==> config.mk <==
export PLATFORM = sky130hd
export DESIGN_NAME = aes64_kexp_seq
export DESIGN_NICKNAME = d
export VERILOG_FILES = /design/src/rtl/aes64_kexp_seq.sv
export SDC_FILE = /design/constraint.sdc
export NUM_CORES = 1
export LEC_CHECK = 0
export CORE_AREA = 4 4 181 183
export DETAILED_ROUTE_END_ITERATION = 7
export DIE_AREA = 0 0 185 187
export PLACE_DENSITY = 0.74
export SYNTH_ARGS = -nofsm -noshare
export SYNTH_HDL_FRONTEND = slang
export SYNTH_SLANG_ARGS = --single-unit
==> constraint.sdc <==
create_clock -name clk -period 1.5 [get_ports clk]
set_input_delay 0.225 -clock clk [delete_from_list [all_inputs] [get_ports clk]]
set_output_delay 0.225 -clock clk [all_outputs]
set_load 0.03 [all_outputs]
==> src/rtl/aes64_kexp_seq.sv <==
// aes64_kexp_seq: sequential AES-128 key expansion that drives a shared
// 64-bit AES datapath (ks1i / ks2 / im selects) and streams the eleven round
// keys to a consumer over a valid/ready handshake.
// Optional feature macro: AES_KEXP_DECKEY_EN. When it is defined, decryption
// requests get InvMixColumns-form round keys 1..9 for the equivalent inverse
// cipher.
module aes64_kexp_seq (
    input  logic         clk,
    input  logic         reset,
    input  logic         Start,
    input  logic         Abort,
    input  logic         Decrypt,
    input  logic [127:0] KeyIn,
    output logic [63:0]  DPA,
    output logic [63:0]  DPB,
    output logic [3:0]   DPRound,
    output logic [3:0]   DPSelect,
    input  logic [63:0]  DPResult,
    output logic         RKValid,
    input  logic         RKReady,
    output logic [127:0] RoundKey,
    output logic [3:0]   RKIndex,
    output logic         Busy,
    output logic         Done
);

    localparam int unsigned IDX_W = 4;
    localparam int unsigned HALF_W = 64;
    localparam logic [IDX_W-1:0] LAST_IDX = IDX_W'(10);
    localparam logic [3:0] SEL_KS1 = 4'b0010;
    localparam logic [3:0] SEL_KS2 = 4'b0011;
`ifdef AES_KEXP_DECKEY_EN
    localparam logic [3:0] SEL_IM  = 4'b1000;
    localparam logic [IDX_W-1:0] LAST_IM_SRC = IDX_W'(8);
`endif

    typedef enum logic [2:0] {
        ST_IDLE = 3'd0,
        ST_EMIT = 3'd1,
        ST_KS1  = 3'd2,
        ST_KS2A = 3'd3,
        ST_KS2B = 3'd4
`ifdef AES_KEXP_DECKEY_EN
        ,
        ST_IM0  = 3'd5,
        ST_IM1  = 3'd6
`endif
    } state_t;

    state_t              state_q, state_d;
    logic [HALF_W-1:0]   k0_q, k0_d;
    logic [HALF_W-1:0]   k1_q, k1_d;
    logic [HALF_W-1:0]   t_q, t_d;
    logic [IDX_W-1:0]    idx_q, idx_d;
    logic                dec_q, dec_d;
    logic [127:0]        key_out;

`ifdef AES_KEXP_DECKEY_EN
    logic [HALF_W-1:0]   im_lo_q, im_lo_d;
    logic [HALF_W-1:0]   im_hi_q, im_hi_d;

    // Keys 1..9 of a decryption run are presented in InvMixColumns form.
    always_comb begin
        key_out = {k1_q, k0_q};
        if (dec_q && (idx_q != '0) && (idx_q != LAST_IDX)) begin
            key_out = {im_hi_q, im_lo_q};
        end
    end
`else
    logic unused_dec;
    assign unused_dec = dec_q;

    // Forward-form keys only.
    always_comb begin
        key_out = {k1_q, k0_q};
    end
`endif

    // State and key registers with synchronous active-high reset.
    always_ff @(posedge clk) begin
        if (reset) begin
            state_q <= ST_IDLE;
            k0_q    <= '0;
            k1_q    <= '0;
            t_q     <= '0;
            idx_q   <= '0;
            dec_q   <= 1'b0;
`ifdef AES_KEXP_DECKEY_EN
            im_lo_q <= '0;
            im_hi_q <= '0;
`endif
        end else begin
            state_q <= state_d;
            k0_q    <= k0_d;
            k1_q    <= k1_d;
            t_q     <= t_d;
            idx_q   <= idx_d;
            dec_q   <= dec_d;
`ifdef AES_KEXP_DECKEY_EN
            im_lo_q <= im_lo_d;
            im_hi_q <= im_hi_d;
`endif
        end
    end

    // Next-state, datapath operand selection and handshake outputs.
    always_comb begin
        state_d  = state_q;
        k0_d     = k0_q;
        k1_d     = k1_q;
        t_d      = t_q;
        idx_d    = idx_q;
        dec_d    = dec_q;
`ifdef AES_KEXP_DECKEY_EN
        im_lo_d  = im_lo_q;
        im_hi_d  = im_hi_q;
`endif
        DPA      = '0;
        DPB      = '0;
        DPRound  = '0;
        DPSelect = '0;
        RKValid  = 1'b0;
        RoundKey = '0;
        RKIndex  = '0;
        Done     = 1'b0;
        Busy     = (state_q != ST_IDLE);

        case (state_q)
            ST_IDLE: begin
                if (Start) begin
                    k0_d    = KeyIn[63:0];
                    k1_d    = KeyIn[127:64];
                    dec_d   = Decrypt;
                    idx_d   = '0;
                    state_d = ST_EMIT;
                end
            end
            ST_EMIT: begin
                RKValid  = 1'b1;
                RoundKey = key_out;
                RKIndex  = idx_q;
                if (RKReady) begin
                    if (idx_q == LAST_IDX) begin
                        Done    = 1'b1;
                        state_d = ST_IDLE;
                    end else begin
                        state_d = ST_KS1;
                    end
                end
            end
            ST_KS1: begin
                DPA      = k1_q;
                DPRound  = idx_q;
                DPSelect = SEL_KS1;
                t_d      = DPResult;
                state_d  = ST_KS2A;
            end
            ST_KS2A: begin
                DPA      = t_q;
                DPB      = k0_q;
                DPSelect = SEL_KS2;
                k0_d     = DPResult;
                state_d  = ST_KS2B;
            end
            ST_KS2B: begin
                DPA      = k0_q;
                DPB      = k1_q;
                DPSelect = SEL_KS2;
                k1_d     = DPResult;
                idx_d    = idx_q + IDX_W'(1);
                state_d  = ST_EMIT;
`ifdef AES_KEXP_DECKEY_EN
                if (dec_q && (idx_q <= LAST_IM_SRC)) begin
                    state_d = ST_IM0;
                end
`endif
            end
`ifdef AES_KEXP_DECKEY_EN
            ST_IM0: begin
                DPA      = k0_q;
                DPSelect = SEL_IM;
                im_lo_d  = DPResult;
                state_d  = ST_IM1;
            end
            ST_IM1: begin
                DPA      = k1_q;
                DPSelect = SEL_IM;
                im_hi_d  = DPResult;
                state_d  = ST_EMIT;
            end
`endif
            default: begin
                state_d = ST_IDLE;
            end
        endcase

        // Abort cancels any run; a handshake in the same cycle still happens.
        if (Abort && (state_q != ST_IDLE)) begin
            state_d = ST_IDLE;
            Done    = 1'b0;
        end
    end

endmodule
==> reports/qor.log <==
[synth] compound-cell area share of the yosys netlist 25.9%
[synth] share of cell area taken by muxes after synthesis 11.0%
[synth] Avg Synthesized Cell Area 8.10 um^2
[outcome] failing checks setup timing
[synth] number of warning messages in the yosys log 0
[final_layout] sequential cell area 4000 um^2
[power] post-layout power 15.2 mW
[setup_path] Crit path buffers/inverters 4
[detailed_routing] Antenna Nets Post-Route 0
[setup_path] biggest fanout along the worst timing path 7
[floorplanning] initial core utilization 37.3%
[setup_path] list of cells traversed by the critical path buf_6 -> and3b_4 -> buf_12 -> buf_16 -> a22o_4 -> buf_12
[timing] Total Negative Setup Slacks -195.03 ns
[timing] top achievable clock speed 478 MHz
[synth] number of flip-flops and latches in the synthesized netlist 199
[detailed_routing] number of DRC violations after detailed routing 0
[detailed_routing] number of DRC markers in iteration 0 951
[synth] portion of the post-synthesis area used by sequential elements 34.2%
[timing] final count of pins violating max slew 0
[timing] Hold Slack 0.282 ns
[clock_network] TritonCTS clock tree yes
[place] IO Port Bufs 465
[timing] final worst-path setup slack -0.594 ns
[final_layout] share of post-route cells with drive strength above 1 47.8%
[outcome] result of the run complete, but fails checks
[setup_path] Setup CP Type flop to output pin
[final_layout] area of the multi-input gates 9180 um^2
[grt] pin count of the biggest net entering global routing 48
[detailed_routing] 1st-pass router iterations 5
[floorplanning] Std-Cell Core Area 31200 um^2
[synth] adder-cell area share of the yosys netlist 0.215%
[detailed_routing] total via count in the routed design 14000
[power] Pwr Density 674 nW/um^2
[final_layout] total number of nets in the final design 2186
[clock_network] Worst-Skew Late Latency 0.44 ns
[power] part of the total power dissipated in sequential elements 41.1%
[clock_network] Num CTS Buffers 17
[synth] total standard cell area after synthesis 11600 um^2
[final_layout] final instance count without filler cells 2408
[setup_path] Critical Path Slowest Stage Cell sky130_fd_sc_hd__dfxtp_4
[hold_path] Worst Min Path Start reset
[power] portion of total power attributed to the clock network 30.9%
[clock_network] hold-fix buffers at CTS 0
[detailed_routing] routed wire length per instance 24.1 um
[synth] main combinational cell family by area after synthesis compound AO/OA/AOI/OAI gates
[timing] worst clock skew 0.0198 ns
[setup_path] highest cell delay on the worst timing path 0.38 ns
[place] Placed Cells incl. Taps 2266
[clock_network] total number of clock tree sinks 199
[setup_path] crit path DAT 1.87 ns
[power] static leakage 9.20 nW
[grt] global-route wire length before repair 82.4 mm
[grt] GRT Resource Usage Total 29.9%
[grt] vias in the first global route 13900
[setup_path] Crit Reg-Reg Startpoint state_q[0]
[timing] unrepaired setup endpoints after global routing true
[setup_path] launching element of the worst setup path state_q[0]
[final_layout] area added between synthesis and finish 94.0%
[synth] simple-gate share of the synthesized area 22.3%
[synth] Synth Area in XOR/XNOR 0%
[power] VDD IR-drop max 0.764 mV
[setup_path] endpoint required time on the critical path 1.27 ns
[floorplanning] Die Outline Area 34600 um^2
[floorplanning] Top Ports 469
[setup_path] category of cells accounting for the largest share of critical-path delay buffers and inverters
[floorplanning] Chip Height 187 um
[floorplanning] standard-cell row count 65
[clock_network] total number of H-tree levels 4
[clock_network] clock root buffer master sky130_fd_sc_hd__clkbuf_16
[timing] share of the cycle needed by the critical path after routing 140%
[timing] time the worst path needs with I/O delays and setup 2.09 ns
[power] Pint 10.1 mW
[final_layout] fill cell total of the finished layout 2110
[timing] # setup viols final 464
[grt] antenna violations before repair 8
[timing] number of hold violations in the final report 0
[flow_run] max-capacitance violation count 0
[grt] aggregate global routing overflow 0
[place] instance area after placement 18500 um^2
[power] switch share 33.8%
[synth] unique cell type count in the Yosys netlist 41
[detailed_routing] total wire length 57.9 mm
[place] DP Wirelength 36.1 mm
[power] switching power total 5.14 mW
[setup_path] type of origin of the critical path flop
[final_layout] post-route design area 22600 um^2
[hold_path] worst min-delay path class input port to flop
[setup_path] most frequent cell on the critical path sky130_fd_sc_hd__buf_12
[clock_network] clk buf depth 2
[detailed_routing] average via count per standard cell 5.82
[clock_network] clk slew on worst S/H paths 0.08 ns
[power] Combinational Power Share 28.0%
[setup_path] critical path capture point type output pin
[place] final estimated routing congestion in global placement 0.878
[floorplanning] Chip Width 185 um
[synth] Syn Inst Count 1436
cells by family (layout without fill, tap and decap cells):
logic type / after synthesis / count (layout)
AND/OR/NAND/NOR: 553 / 553
flip-flops: 199 / 199
adder cells (fa/ha/maj): 2 / 2
AO/OA/AOI/OAI: 396 / 396
multiplexers: 128 / 128
other: 1 / 9
buffers and inverters: 157 / 719
power groups by stage:
stage	logic [mW]	clock network (mW)	registers, mW
2_1_floorplan	2.13	0	6.07
3_3_place_gp	3.51	0	6.24
3_5_place_dp	3.57	0	6.25
4_1_cts	3.90	4.73	6.17
5_1_grt	4.47	4.98	6.29
6_report	4.26	4.70	6.25
worst paths after layout:
kind | end | slack, ns | depth (start not counted)
min reg2reg | t_q[13] | 0.46 | 2
max | DPB[46] | -0.59 | 6
min | t_q[14] | 0.28 | 2
max reg2reg | k1_q[15] | -0.45 | 9
per-stage QoR:
stage	util (%)	setup slack, ns
2_1_floorplan	-	-0.111
3_3_place_gp	59.1	-0.299
3_5_place_dp	59.1	-0.302
4_1_cts	68.4	-0.620
5_1_grt	72.3	-0.644
6_report	72.3	-0.594
sequential cells by signal (all words and copies together) (netlist names):
register	count
k0_q	64
k1_q	64
t_q	64
idx_q	4
state_q	3
routing by layer:
layer | vias up | share of wire, % | track usage (%)
li1 | 6238 | - | -
met2 | 784 | 49 | 50.5
met5 | - | 0.021 | 0
met4 | 2 | 4.4 | 13.1
met1 | 6822 | 39 | 37.0
met3 | 163 | 7.9 | 5.52
worst register-to-register path, cell delays in order, from the launching register on:
cell and delay, ns:
sky130_fd_sc_hd__dfxtp_4 0.38, sky130_fd_sc_hd__nor3b_4 0.24, sky130_fd_sc_hd__buf_6 0.24, sky130_fd_sc_hd__buf_12 0.15, sky130_fd_sc_hd__buf_4 0.10, sky130_fd_sc_hd__bufbuf_16 0.24, sky130_fd_sc_hd__buf_4 0.10, sky130_fd_sc_hd__buf_4 0.10
sky130_fd_sc_hd__mux2i_1 0.19, sky130_fd_sc_hd__a211oi_1 0.09
synth_stat cells, drive strengths merged:
| cell | number | share of area, % |
|---|---|---|
| a2111oi | 1 | 0.075 |
| a211oi | 65 | 4.2 |
| a21oi | 130 | 5.6 |
| a221oi | 1 | 0.075 |
| a22o | 64 | 4.8 |
| a311oi | 65 | 8.1 |
| a41oi | 1 | 0.075 |
| and2 | 135 | 7.3 |
| and3 | 1 | 0.054 |
| and3b | 1 | 0.075 |
| buf | 64 | 3.3 |
| clkbuf | 92 | 3.0 |
| conb | 1 | 0.032 |
| dfxtp | 199 | 34 |
| ha | 2 | 0.22 |
| inv | 1 | 0.032 |
| mux2i | 128 | 11 |
| nand2 | 324 | 10 |
| nand2b | 3 | 0.16 |
| nand3 | 1 | 0.043 |
| nand3b | 2 | 0.13 |
| nand4b | 1 | 0.075 |
| nor2 | 6 | 0.19 |
| nor2b | 2 | 0.11 |
| nor3 | 65 | 2.8 |
| nor3b | 4 | 0.34 |
| nor4b | 2 | 0.20 |
| nor4bb | 1 | 0.086 |
| o21ai | 68 | 2.9 |
| o21bai | 1 | 0.065 |
| or2 | 3 | 0.16 |
| or3 | 1 | 0.054 |
| or3b | 1 | 0.075 |
cell type report:
cell class / count / area share [%]
Antenna cell: 7 / 0.0776
Multi-Input combinational cell: 1081 / 40.7
Tap cell: 402 / 2.23
Clock buffer: 19 / 1.96
Sequential cell: 199 / 17.7
Inverter: 1 / 0.0166
Clock inverter: 13 / 0.610
Timing Repair Buffer: 686 / 36.7
what timing repair did:
item | 4_1_cts | 5_1_grt
setup buffers | 45 | 30
setup endpoints to repair | 463 | 465
resized for setup | 312 | 212
pin swaps | 35 | 22
gates cloned | 22 | 18
cell usage in the layout, fill, tap and decap left out, drive strengths merged, types with 3 or more instances in the layout:
master,Yosys,layout
a22o,64,64
bufbuf,0,6
dfxtp,199,199
nor2,6,6
clkdlybuf4s50,0,195
and2,135,135
nor3b,4,4
a311oi,65,65
or2,3,3
nand2,324,324
diode,0,7
inv,1,8
nor3,65,65
a211oi,65,65
clkinv,0,6
o21ai,68,68
clkbuf,92,36
mux2i,128,128
nand2b,3,3
a21oi,130,130
buf,64,468
No activity file was read; power rests on OpenSTA's default activity.
